**src/rtl/iir_sample_sequencer_if.sv**
```systemverilog
// Control/data bundle between the register bank, the sample sequencer and the IIR filter input.
// The master side drives load/start controls; the slave side is the sequencer.
interface iir_sample_sequencer_if #(
  parameter int unsigned DW = 32,
  parameter int unsigned AW = 5
);
  logic          wr_en;
  logic [AW-1:0] wr_addr;
  logic [DW-1:0] wr_data;
  logic [AW:0]   frame_len;
  logic [7:0]    rate_div;
  logic          start;
  logic          abort;
  logic [DW-1:0] sample_o;
  logic          sample_valid_o;
  logic          first_o;
  logic          last_o;
  logic          busy_o;
  logic          done_o;

  modport master (
    output wr_en, wr_addr, wr_data, frame_len, rate_div, start, abort,
    input  sample_o, sample_valid_o, first_o, last_o, busy_o, done_o
  );

  modport slave (
    input  wr_en, wr_addr, wr_data, frame_len, rate_div, start, abort,
    output sample_o, sample_valid_o, first_o, last_o, busy_o, done_o
  );
endinterface

```
**src/rtl/iir_sample_sequencer.sv**
```systemverilog
// Streams a host-loaded frame of samples into the IIR filter at a programmable cadence,
// then appends FLUSH zero samples to drain the filter pipeline and pulses done.
module iir_sample_sequencer #(
  parameter int unsigned DW    = 32,
  parameter int unsigned DEPTH = 32,
  parameter int unsigned AW    = 5,
  parameter int unsigned FLUSH = 9
) (
  input logic                 wb_clk_i,
  input logic                 wb_rst_i,
  iir_sample_sequencer_if.slave bus
);
  localparam int unsigned LW = AW + 1;
  localparam int unsigned CW = $clog2(DEPTH + FLUSH + 1);

  typedef enum logic [1:0] {IDLE, STREAM, FLUSHING} state_t;

  state_t        state_q, state_d;
  logic [DW-1:0] mem [DEPTH];
  logic [LW-1:0] len_q, len_d, eff_len;
  logic [7:0]    rate_q, rate_d, div_q, div_d;
  logic [CW-1:0] idx_q, idx_d, total;
  logic          emit_slot, in_frame;
  logic [DW-1:0] sample_q, sample_d;
  logic          valid_q, valid_d, first_q, first_d, last_q, last_d;
  logic          busy_q, busy_d, done_q, done_d;

  assign eff_len   = (bus.frame_len == '0 || bus.frame_len > LW'(DEPTH)) ? LW'(DEPTH) : bus.frame_len;
  assign total     = CW'(len_q) + CW'(FLUSH);
  assign emit_slot = (state_q != IDLE) && (div_q == rate_q);
  assign in_frame  = idx_q < CW'(len_q);

  // Sample memory: host writes land only while idle; contents survive reset.
  always_ff @(posedge wb_clk_i) begin
    if (bus.wr_en && !busy_q) mem[bus.wr_addr] <= bus.wr_data;
  end

  always_ff @(posedge wb_clk_i or posedge wb_rst_i) begin
    if (wb_rst_i) state_q <= IDLE;
    else          state_q <= state_d;
  end

  // One emission counter covers frame samples (idx < L) and flush zeros (L <= idx < L+FLUSH).
  always_comb begin
    state_d = state_q;
    if (bus.abort) begin
      state_d = IDLE;
    end else begin
      case (state_q)
        IDLE:            if (bus.start) state_d = STREAM;
        STREAM, FLUSHING: begin
          if (emit_slot) begin
            if (idx_q == total) state_d = IDLE;
            else if (in_frame)  state_d = STREAM;
            else                state_d = FLUSHING;
          end
        end
        default:         state_d = IDLE;
      endcase
    end
  end

  always_comb begin
    len_d    = len_q;
    rate_d   = rate_q;
    div_d    = div_q;
    idx_d    = idx_q;
    sample_d = sample_q;
    valid_d  = 1'b0;
    first_d  = 1'b0;
    last_d   = 1'b0;
    done_d   = 1'b0;
    busy_d   = (state_d != IDLE);
    if (bus.abort) begin
      div_d = '0;
      idx_d = '0;
    end else if (state_q == IDLE) begin
      if (bus.start) begin
        len_d    = eff_len;
        rate_d   = bus.rate_div;
        div_d    = '0;
        idx_d    = CW'(1);
        sample_d = mem[0];
        valid_d  = 1'b1;
        first_d  = 1'b1;
        last_d   = (eff_len == LW'(1));
      end
    end else if (emit_slot) begin
      div_d = '0;
      if (idx_q == total) begin
        done_d = 1'b1;
        idx_d  = '0;
      end else begin
        sample_d = in_frame ? mem[idx_q[AW-1:0]] : '0;
        valid_d  = 1'b1;
        last_d   = (idx_q == CW'(len_q) - CW'(1));
        idx_d    = CW'(idx_q + CW'(1));
      end
    end else begin
      div_d = 8'(div_q + 8'd1);
    end
  end

  always_ff @(posedge wb_clk_i or posedge wb_rst_i) begin
    if (wb_rst_i) begin
      len_q    <= '0;
      rate_q   <= '0;
      div_q    <= '0;
      idx_q    <= '0;
      sample_q <= '0;
      valid_q  <= 1'b0;
      first_q  <= 1'b0;
      last_q   <= 1'b0;
      busy_q   <= 1'b0;
      done_q   <= 1'b0;
    end else begin
      len_q    <= len_d;
      rate_q   <= rate_d;
      div_q    <= div_d;
      idx_q    <= idx_d;
      sample_q <= sample_d;
      valid_q  <= valid_d;
      first_q  <= first_d;
      last_q   <= last_d;
      busy_q   <= busy_d;
      done_q   <= done_d;
    end
  end

  assign bus.sample_o       = sample_q;
  assign bus.sample_valid_o = valid_q;
  assign bus.first_o        = first_q;
  assign bus.last_o         = last_q;
  assign bus.busy_o         = busy_q;
  assign bus.done_o         = done_q;
endmodule

```
**src/flat_wrapper.sv**
```systemverilog
// flat-port wrapper written by rule: the top's interface ports become plain ports
module iir_sample_sequencer_flat 
#(
  parameter int unsigned DW    = 32,
  parameter int unsigned DEPTH = 32,
  parameter int unsigned AW    = 5,
  parameter int unsigned FLUSH = 9
)
  (wb_clk_i, wb_rst_i, bus_wr_en, bus_wr_addr, bus_wr_data, bus_frame_len, bus_rate_div, bus_start, bus_abort, bus_sample_o, bus_sample_valid_o, bus_first_o, bus_last_o, bus_busy_o, bus_done_o);
  iir_sample_sequencer_if #(.DW(DW), .AW(AW)) bus_i ();
  input logic wb_clk_i;
  input logic wb_rst_i;
  input wire logic [$bits(bus_i.wr_en)-1:0] bus_wr_en;
  input wire logic [$bits(bus_i.wr_addr)-1:0] bus_wr_addr;
  input wire logic [$bits(bus_i.wr_data)-1:0] bus_wr_data;
  input wire logic [$bits(bus_i.frame_len)-1:0] bus_frame_len;
  input wire logic [$bits(bus_i.rate_div)-1:0] bus_rate_div;
  input wire logic [$bits(bus_i.start)-1:0] bus_start;
  input wire logic [$bits(bus_i.abort)-1:0] bus_abort;
  output wire logic [$bits(bus_i.sample_o)-1:0] bus_sample_o;
  output wire logic [$bits(bus_i.sample_valid_o)-1:0] bus_sample_valid_o;
  output wire logic [$bits(bus_i.first_o)-1:0] bus_first_o;
  output wire logic [$bits(bus_i.last_o)-1:0] bus_last_o;
  output wire logic [$bits(bus_i.busy_o)-1:0] bus_busy_o;
  output wire logic [$bits(bus_i.done_o)-1:0] bus_done_o;
  assign bus_i.wr_en = bus_wr_en;
  assign bus_i.wr_addr = bus_wr_addr;
  assign bus_i.wr_data = bus_wr_data;
  assign bus_i.frame_len = bus_frame_len;
  assign bus_i.rate_div = bus_rate_div;
  assign bus_i.start = bus_start;
  assign bus_i.abort = bus_abort;
  assign bus_sample_o = bus_i.sample_o;
  assign bus_sample_valid_o = bus_i.sample_valid_o;
  assign bus_first_o = bus_i.first_o;
  assign bus_last_o = bus_i.last_o;
  assign bus_busy_o = bus_i.busy_o;
  assign bus_done_o = bus_i.done_o;
  iir_sample_sequencer #(.DW(DW), .DEPTH(DEPTH), .AW(AW), .FLUSH(FLUSH)) u_core (.wb_clk_i(wb_clk_i), .wb_rst_i(wb_rst_i), .bus(bus_i));
endmodule
```
**config.mk**
```make
export PLATFORM = sky130hd
export DESIGN_NAME = iir_sample_sequencer_flat
export DESIGN_NICKNAME = d
export VERILOG_FILES = /design/src/rtl/iir_sample_sequencer_if.sv /design/src/rtl/iir_sample_sequencer.sv /design/src/flat_wrapper.sv
export SDC_FILE = /design/constraint.sdc
export NUM_CORES = 1
export LEC_CHECK = 0
export BUFFER_PORTS_ARGS = -buffer_cell sky130_fd_sc_hd__buf_2
export CAP_MARGIN = 10
export CORE_MARGIN = 1.5
export CORE_UTILIZATION = 55
export DETAILED_ROUTE_END_ITERATION = 7
export PLACE_DENSITY = 0.74
export SYNTH_ARGS = -nofsm -noshare
export SYNTH_HDL_FRONTEND = slang
export SYNTH_SLANG_ARGS = --single-unit
export TNS_END_PERCENT = 20
```
**constraint.sdc**
```tcl
create_clock -name wb_clk_i -period 3.8 [get_ports wb_clk_i]
set_input_delay 0.38 -clock wb_clk_i [delete_from_list [all_inputs] [get_ports wb_clk_i]]
set_output_delay 0.38 -clock wb_clk_i [all_outputs]
set_load 0.005 [all_outputs]
```
## After elaboration in Yosys (flattened, before gate mapping)

Memory sizes are Yosys's and may differ from the RTL's.
Index checks and enable logic that the tools add are counted.

| storage, ports and cells | value |
|---|---|
| flip-flop bits (word level) | 67 |
| RAM bits | 1024 |
| input port bits | 56 |
| logic and storage cells | 81 |
| memories | 1 |

Memories:

| name | depth | width | read ports | clocked after memory_dff | wr ports | line | source |
|---|---|---|---|---|---|---|---|
| u_core.mem | 32 | 32 | 2 | 0 | 1 | iir_sample_sequencer.sv:19 | `logic [DW-1:0] mem [DEPTH];` |

| operators by class | value |
|---|---|
| add/sub/neg operators | 4 |
| $lt $le $gt $ge | 2 |
| equality and inequality tests | 9 |
| muxes and demuxes | 39 |
| bitwise operators | 1 |
| reductions and logical operators | 14 |

Operators with widths:

| kind | number |
|---|---|
| $mux 32 | 5 |
| $mux 6 | 6 |
| $mux 8 | 4 |
| $mux 1 | 18 |
| $eq 6x6->1 | 2 |
| $mux 2 | 5 |
| $add 8x1->8 const B | 1 |
| $eq 8x8->1 | 1 |
| $add 6x1->6 const B | 1 |
| $add 6x4->6 const B | 1 |
| $eq 6x1->1 const B | 1 |
| $gt 6x6->1 const B | 1 |
| $logic_not 6->1 | 1 |
| $lt 6x6->1 | 1 |
| $reduce_bool 2->1 | 3 |
| $sub 6x1->6 const B | 1 |
| $ne 2x2->1 const B | 2 |
| $pmux 2 s2 | 1 |
| $reduce_and 4->1 | 1 |
| $ne 3x3->1 const B | 1 |
| $reduce_and 3->1 | 1 |
| $reduce_bool 3->1 | 1 |
| $eq 2x1->1 const B | 1 |
| $eq 2x2->1 const B | 1 |
| other kinds (7) | 8 |

## Logic depth before layout (Yosys ltp)

Gate-level depths: netlist of the first run.

| logic depth | value |
|---|---|
| word-level depth | 7 |
| mapped depth | 12 |
| gate-level depth less buffers | 8 |

## Worst setup path after synthesis of the first run

OpenSTA, ideal clock, no wires.

| path | value |
|---|---|
| kind | reg2reg |
| from | register u_core.busy_q, in the netlist u_core.bus.busy_o |
| to | memory u_core.mem[20][0], enable pin |
| data arrival time | 2.394 ns |
| setup slack | 0.985 ns |
| stages on the path, launching flop included | 5 |
| buffers on the path | 1 |
| clock period less this slack | 2.815 ns |
| cell sequence | dfrtp_1 -> nand2b_1 -> or3_1 -> clkbuf_1 -> nor2_1 |

| between the ends | value |
|---|---|
| word-level cells in the longest chain between the ends | 4 |

RTL lines:

| what | line | source |
|---|---|---|
| start, declared | iir_sample_sequencer.sv:26 | `logic busy_q, busy_d, done_q, done_d;` |
| start signal, assigned | iir_sample_sequencer.sv:125 | `busy_q <= busy_d;` |
| $logic_not 1->1 | iir_sample_sequencer.sv:35 | `if (bus.wr_en && !busy_q) mem[bus.wr_addr] <= bus.wr_data;` |
| $logic_and 1x1->1 | iir_sample_sequencer.sv:35 |  |
| $mux 1 | iir_sample_sequencer.sv:35 |  |
| $mux 1 (implied by the code) | iir_sample_sequencer.sv:35 |  |
| end, declared | iir_sample_sequencer.sv:19 |  |

No other way between the ends.

## Worst setup path in the final report of the first run

| path | value |
|---|---|
| from | register u_core.idx_q[3] |
| to | register u_core.sample_q[17], in the netlist u_core.bus.sample_o[17] |

| between the ends | value |
|---|---|
| word-level cells in the longest chain between the ends | 5 |
| elaborated cells on any way between the ends | 9 |
| classes of those cells | order compare: 1; eq/ne: 2; mux: 4; reduce/logical: 1; memory: 1 |

RTL lines:

| what | line | source |
|---|---|---|
| start, declared | iir_sample_sequencer.sv:22 | `logic [CW-1:0] idx_q, idx_d, total;` |
| start signal, assigned | iir_sample_sequencer.sv:120 | `idx_q <= idx_d;` |
| $mem_v2 32x32 / $lt 6x6->1 (equally long branches) | - |  |
| $mux 32 | iir_sample_sequencer.sv:94 | `sample_d = in_frame ? mem[idx_q[AW-1:0]] : '0;` |
| $mux 32 | iir_sample_sequencer.sv:90 | `if (idx_q == total) begin` |
| $mux 32 | iir_sample_sequencer.sv:88 | `end else if (emit_slot) begin` |
| $mux 32 | iir_sample_sequencer.sv:77 | `end else if (state_q == IDLE) begin` |
| end signal, assigned | iir_sample_sequencer.sv:121 | `sample_q <= sample_d;` |
| end, declared | iir_sample_sequencer.sv:24 | `logic [DW-1:0] sample_q, sample_d;` |

Parallel ways exist; a longest one is shown, timed or not. The select of a mux whose other input is x is not followed.
A chain may end at the register's enable or synchronous reset.

==> impl_metrics.csv, run 1 <==
group,metric,value,unit
routing,via_count,22100,
clock_network,cts_max_level,3,
worst_setup_path,crit_path_end_kind,"register",
yosys,syn_avg_cell_area,19.9,um2
pwr,p_seq_share,51.3,%
final_layout,layout_commonest_cell,"edfxtp_1",
final_layout,antenna_cells,0,
clock_network,clk_latency,0.67,ns
sta,rsz0062_at_grt,"no",
sta,max_freq,0.324,GHz
floorplan,fp-row-count,101,
routing,first_pass_iters,5,
sta,tns,0,ns
yosys,synthDistinctLibCells,52,
worst_setup_path,crit_path_max_fanout,21,
final_layout,nets,2345,
yosys,yosys_register_bits,1091,
pwr,switching_share,21.6,%
worst_setup_path,cp-start-kind,"register",
routing,via_per_inst,6.50,
floorplan,start_util,55.7,%
global_route,grt_use_met2,42.1,%
placed_design,place_inst,3186,
clock_network,clkSlewWorstSetupHoldPaths,0.06,ns
floorplan,die_w,281,um
sta,worst_clock_skew,0.0169,ns
worst_setup_path,worstPathRequired,4.41,ns
floorplan,core_area,76100,um2
pwr,p_switching,0.00570,W
hold_path,hp-class,"in2reg",
placed_design,post-place-ws,0.798,ns
routing,wire_per_inst,30.1,um
floorplan,die_area,78700,um2
routing,totalWireLength,102,mm
yosys,synth_seq_area_share,76.5,%
clock_network,cts.path.max_buffers,3,
clock_network,clkSinkCount,1091,
clock_network,cts_tree,"yes",
yosys,synth_edf_count,1024,
pwr,p_leak,15.2,nW
sta,final-max-slew-violation-count,0,
worst_setup_path,path_class,"reg2reg",
clock_network,cts-root-buf,"clkbuf_16",
sta,worst_pin_slew,1.05,ns
yosys,synthArstFlopShare,6.14,%
global_route,top_usage_layer,"met2",
clock_network,cts_setup_buffers,0,
placed_design,port_buffers,92,
job,maxCapViolations,0,
final_layout,drive_gt1_share,24.2,%
pwr,pwr-share-comb,7.6,%
floorplan,chipHeight,281,um
final_layout,syn2layout_area_growth,14.1,%
yosys,synthFlopType,"edfxtp_1",
final_layout,instances_no_fill,3397,
sta,min_period,3.08,ns
global_route,grt_pass1_wl,148,mm
global_route,grt_pass1_vias,22400,
global_route,grt_overflow,0,
global_route,grt_use_met3,6.31,%
yosys,synth_cells,2125,
routing,drc_errors,0,
pwr,power_frac_clock,41.1,%
global_route,grt_usage,26.5,%
yosys,synth_area,42400,um2
yosys,synth_nets,2193,
global_route,antenna_found_initial,5,
placed_design,placed_area,44600,um2
routing,drtAntennaViolNets,0,
pwr,power.density,545,nW/um2
worst_setup_path,crit_arrival,3.70,ns
yosys,ys_warn_count,0,
status,status,"finished, final reports clean",
sta,setup_violations,0,
global_route,met1_usage,35.6,%
clock_network,numCtsBuffers,106,
final_layout,final_cell_mix,"edfxtp_1 (1024), mux4_2 (192), mux2i_1 (124)",
pwr,power.internal,0.0207,W
sta,slew_headroom,30.3,%
sta,timing.final.ws_setup,0.716,ns
placed_design,place.gp.congestion,0.806,
sta,fin_crit_sh,81.2,%
global_route,grt_max_degree,94,
placed_design,dp_hpwl,57.1,mm
final_layout,postLayoutCellArea,48400,um2
floorplan,io_pins,93,
pwr,power,0.0263,W
routing,drt_iter0_drc,2600,
pwr,irDropWorstVdd,0.000406,V
sta,finalHoldViolCount,0,
[per-stage QoR]
stage               util, %  hold slack (ns)
floorplan                 -            0.479
detailed placement     58.7            0.501
global route           63.6           0.0287
global placement       58.7            0.491
finish                 63.6           0.0225
CTS                    63.6         0.000332
[layout make-up]
| type | count | area (um2) |
|---|---|---|
| timing repair buffer | 169 | 1430 |
| tap | 1030 | 1290 |
| sequential | 1091 | 32400 |
| clock inverter | 53 | 692 |
| fill | 5034 | 27700 |
| clock buffer | 145 | 2920 |
| multi-input combinational | 897 | 9550 |
| inverter | 12 | 46.3 |
[power by group through the flow]
stage / Combinational, W / Sequential, W / Clock [W]
after floorplan: 0.00136 / 0.0137 / 0
after global placement: 0.00195 / 0.0138 / 0
after detailed placement: 0.00200 / 0.0138 / 0
after CTS: 0.00202 / 0.0135 / 0.0109
after global routing: 0.00216 / 0.0135 / 0.0114
final: 0.00201 / 0.0135 / 0.0108
[sequential cells by signal (all words and copies together) (netlist names)]
register / count
u_core.mem: 1024
u_core.bus.sample_o: 32
u_core.div_q: 8
u_core.rate_q: 8
u_core.idx_q: 6
u_core.len_q: 6
u_core.state_q: 2
u_core.bus.busy_o: 1
u_core.bus.done_o: 1
u_core.bus.first_o: 1
u_core.bus.last_o: 1
u_core.bus.sample_valid_o: 1
[synthesized netlist by cell type (13+ instances only)]
| cell | instances | area (um2) |
|---|---|---|
| dfrtp_1 | 67 | 1680 |
| o22ai_1 | 97 | 607 |
| or4_1 | 32 | 240 |
| o21ai_0 | 49 | 245 |
| clkbuf_1 | 54 | 203 |
| buf_4 | 25 | 188 |
| mux4_2 | 192 | 4320 |
| nor2_1 | 57 | 214 |
| nand2_1 | 84 | 315 |
| o22a_1 | 32 | 280 |
| edfxtp_1 | 1024 | 30700 |
| buf_2 | 35 | 175 |
| xor2_1 | 13 | 114 |
| nor3_1 | 37 | 185 |
| mux2i_1 | 124 | 1240 |
| a22oi_1 | 62 | 465 |
| xnor2_1 | 13 | 114 |
[critical path: stages, from the launching register on]
cell and delay, ns:
dfrtp_1 0.75, or3b_2 0.78, buf_4 0.40, o22ai_1 0.14
or4_1 0.55, nor3_1 0.22, o22a_1 0.19
[logic make-up (layout without fill, tap and decap cells)]
family / after synthesis / count (layout) / share of synthesized area (%)
AOI/OAI and AO/OA: 265 / 265 / 4.22
muxes: 328 / 328 / 13.5
buffers and inverters: 137 / 379 / 1.68
and+or+nand+nor: 265 / 265 / 3.20
adders and majority gates: 12 / 12 / 0.354
xor gates and xnor gates: 27 / 27 / 0.576
DFF: 1091 / 1091 / 76.5
[final timing paths]
kind | startpoint | to | slack, ns | cells past startpoint
worst max-delay path | u_core.idx_q[3]$_DFFE_PP0P_ | u_core.bus.sample_o[17]$_DFFE_PP0P_ | 0.72 | 6
worst min-delay path | bus_frame_len[2] | u_core.len_q[2]$_DFFE_PP0P_ | 0.02 | 3
worst max register to register | u_core.idx_q[3]$_DFFE_PP0P_ | u_core.bus.sample_o[17]$_DFFE_PP0P_ | 0.72 | 6
worst min register to register | u_core.bus.sample_o[2]$_DFFE_PP0P_ | u_core.bus.sample_o[2]$_DFFE_PP0P_ | 0.51 | 1
max in group asynchronous | wb_rst_i | u_core.bus.sample_o[21]$_DFFE_PP0P_ | 2.33 | 4
min in group asynchronous | wb_rst_i | u_core.bus.sample_o[8]$_DFFE_PP0P_ | 0.46 | 3
[layer usage]
metal  vias up  part of all wire (%)  wire (um)
met5         -                 0.049         50
met4         8                   4.1       4210
met3       225                   9.8      10000
met2      1273                    48      49100
met1     11500                    38      38800
li1       9099                     -          -
[timing repair]
| action | CTS | global route |
|---|---|---|
| gates resized for setup | 0 | 0 |
| endpoints found under the setup margin | 0 | 0 |
| hold endpoints to repair | 61 | 0 |
| hold buffers | 13 | 0 |
Power figures use the tool's default switching activity.
==> run 2, diff against run 1 <==
- clock period: 3.8 -> 3 ns (I/O delays scaled with it)
==> impl_metrics.csv, run 2 (synthesis results as in run 1) <==
group,metric,value,unit
placed_design,place.gp.congestion,0.833,
global_route,grt_pass1_wl,151,mm
sta,max_freq,0.357,GHz
clock_network,cts.path.max_buffers,3,
sta,setup_violations,0,
sta,finalHoldViolCount,0,
global_route,grt_max_degree,67,
clock_network,cts-root-buf,"clkbuf_16",
sta,hold_slack,0.0755,ns
routing,drc_errors,0,
worst_setup_path,path_class,"reg2reg",
worst_setup_path,crit_path_max_fanout,18,
final_layout,seq_area,32400,um2
sta,slew_headroom,25.8,%
final_layout,postLayoutCellArea,48800,um2
hold_path,hp-class,"in2reg",
final_layout,nets,2395,
routing,via_per_inst,6.47,
worst_setup_path,crit_arrival,3.36,ns
pwr,irDropWorstVdd,0.000535,V
worst_setup_path,worstPathRequired,3.56,ns
worst_setup_path,crit_path_end_kind,"register",
routing,via_count,22300,
job,maxCapViolations,0,
clock_network,clkSlewWorstSetupHoldPaths,0.06,ns
sta,worst_clock_skew,0.0274,ns
floorplan,core_area,76100,um2
sta,min_period,2.80,ns
global_route,grt_overflow,0,
routing,drt_iter0_drc,2809,
sta,rsz0062_at_grt,"no",
floorplan,die_w,281,um
sta,final-max-slew-violation-count,0,
placed_design,dp_hpwl,57.8,mm
worst_setup_path,cp-start-kind,"register",
global_route,antenna_found_initial,4,
final_layout,final_cell_mix,"edfxtp_1 (1024), mux4_2 (192), mux2i_1 (124)",
final_layout,syn2layout_area_growth,15.1,%
floorplan,chipHeight,281,um
routing,wire_per_inst,29.7,um
pwr,p_leak,15.5,nW
sta,worst_pin_slew,1.11,ns
clock_network,numCtsBuffers,107,
routing,totalWireLength,102,mm
global_route,grt_usage,26.6,%
floorplan,io_pins,93,
final_layout,largest_register_ffs,1024,
clock_network,cts_max_level,3,
floorplan,die_area,78700,um2
sta,fin_crit_sh,93.4,%
clock_network,cts_tree,"yes",
clock_network,clk_latency,0.70,ns
sta,tns,0,ns
final_layout,multiInputGateArea,9550,um2
floorplan,start_util,55.7,%
routing,drtAntennaViolNets,0,
status,status,"finished, final reports clean",
pwr,power.density,683,nW/um2
final_layout,drive_gt1_share,25.7,%
routing,first_pass_iters,5,
final_layout,layout_commonest_cell,"edfxtp_1",
placed_design,port_buffers,92,
clock_network,clkSinkCount,1091,
global_route,grt_pass1_vias,22900,
final_layout,num-fill-cells,5054,
final_layout,regMostFlops,"u_core.mem",
floorplan,fp-row-count,101,
placed_design,placed_area,44900,um2
-- run 2: per-stage QoR --
stage	cells	utilization, %	power [W]	worst slack [ns]
global route	3451	64.1	0.0343	0.0880
detailed placement	3225	59.1	0.0200	0.190
finish	3453	64.1	0.0333	0.197
global placement	3225	59.1	0.0200	0.363
floorplan	2125	-	0.0191	0.185
CTS	3445	64.1	0.0334	0.180
-- run 2: cell type report --
cell class / count / share of cell area, %
inverters: 12 / 0.0949
well taps: 1030 / 2.64
diodes: 5 / 0.0256
clock buffers: 144 / 6.10
clock inverters: 56 / 1.28
flip-flops and latches: 1091 / 66.5
repair buffers: 218 / 3.81
multi-input cells: 897 / 19.6
-- run 2: layer usage --
| layer | global-route usage (%) | vias to the layer above | share of wire [%] |
|---|---|---|---|
| li1 | - | 9207 | - |
| met1 | 37.6 | 11600 | 39 |
| met2 | 42.0 | 1290 | 47 |
| met3 | 5.70 | 223 | 10 |
| met4 | 8.61 | 4 | 3.2 |
| met5 | 0 | - | 0.022 |
-- run 2: worst paths after layout --
path / start / endpoint / slack [ns] / cells past startpoint
setup / recovery: u_core.idx_q[0]$_DFFE_PP0P_ / u_core.bus.sample_o[25]$_DFFE_PP0P_ / 0.20 / 7
hold / removal: bus_start / u_core.state_q[0]$_DFF_PP0_ / 0.08 / 3
setup reg to reg: u_core.idx_q[0]$_DFFE_PP0P_ / u_core.bus.sample_o[25]$_DFFE_PP0P_ / 0.20 / 7
hold reg to reg: u_core.bus.sample_o[11]$_DFFE_PP0P_ / u_core.bus.sample_o[11]$_DFFE_PP0P_ / 0.53 / 1
max in group asynchronous: wb_rst_i / u_core.idx_q[2]$_DFFE_PP0P_ / 1.99 / 4
min in group asynchronous: wb_rst_i / u_core.bus.sample_o[8]$_DFFE_PP0P_ / 0.16 / 3
-- run 2: worst max-delay path, cell delays in order, from the launching register on --
cell and delay (ns):
dfrtp_4 0.53, nor4bb_4 0.98, buf_4 0.46, a22oi_1 0.15
nand2_1 0.12, or4_1 0.14, nor3_1 0.05, o22a_1 0.23
-- run 2: power breakdown --
group	switching [W]	total, W	internal [W]	leakage (nW)
clock	0.00567	0.0135	0.00786	1.77
sequential	0.000223	0.0171	0.0169	10.0
combinational	0.00146	0.00266	0.00120	3.70
total	0.00736	0.0333	0.0260	15.5
-- run 2: repair_timing --
| action | CTS | global route |
|---|---|---|
| hold buffers | 20 | 0 |
| hold endpoints to repair | 36 | 0 |
| gates resized for setup | 0 | 0 |
| setup buffers | 0 | 3 |
| endpoints found under the setup margin | 0 | 1 |
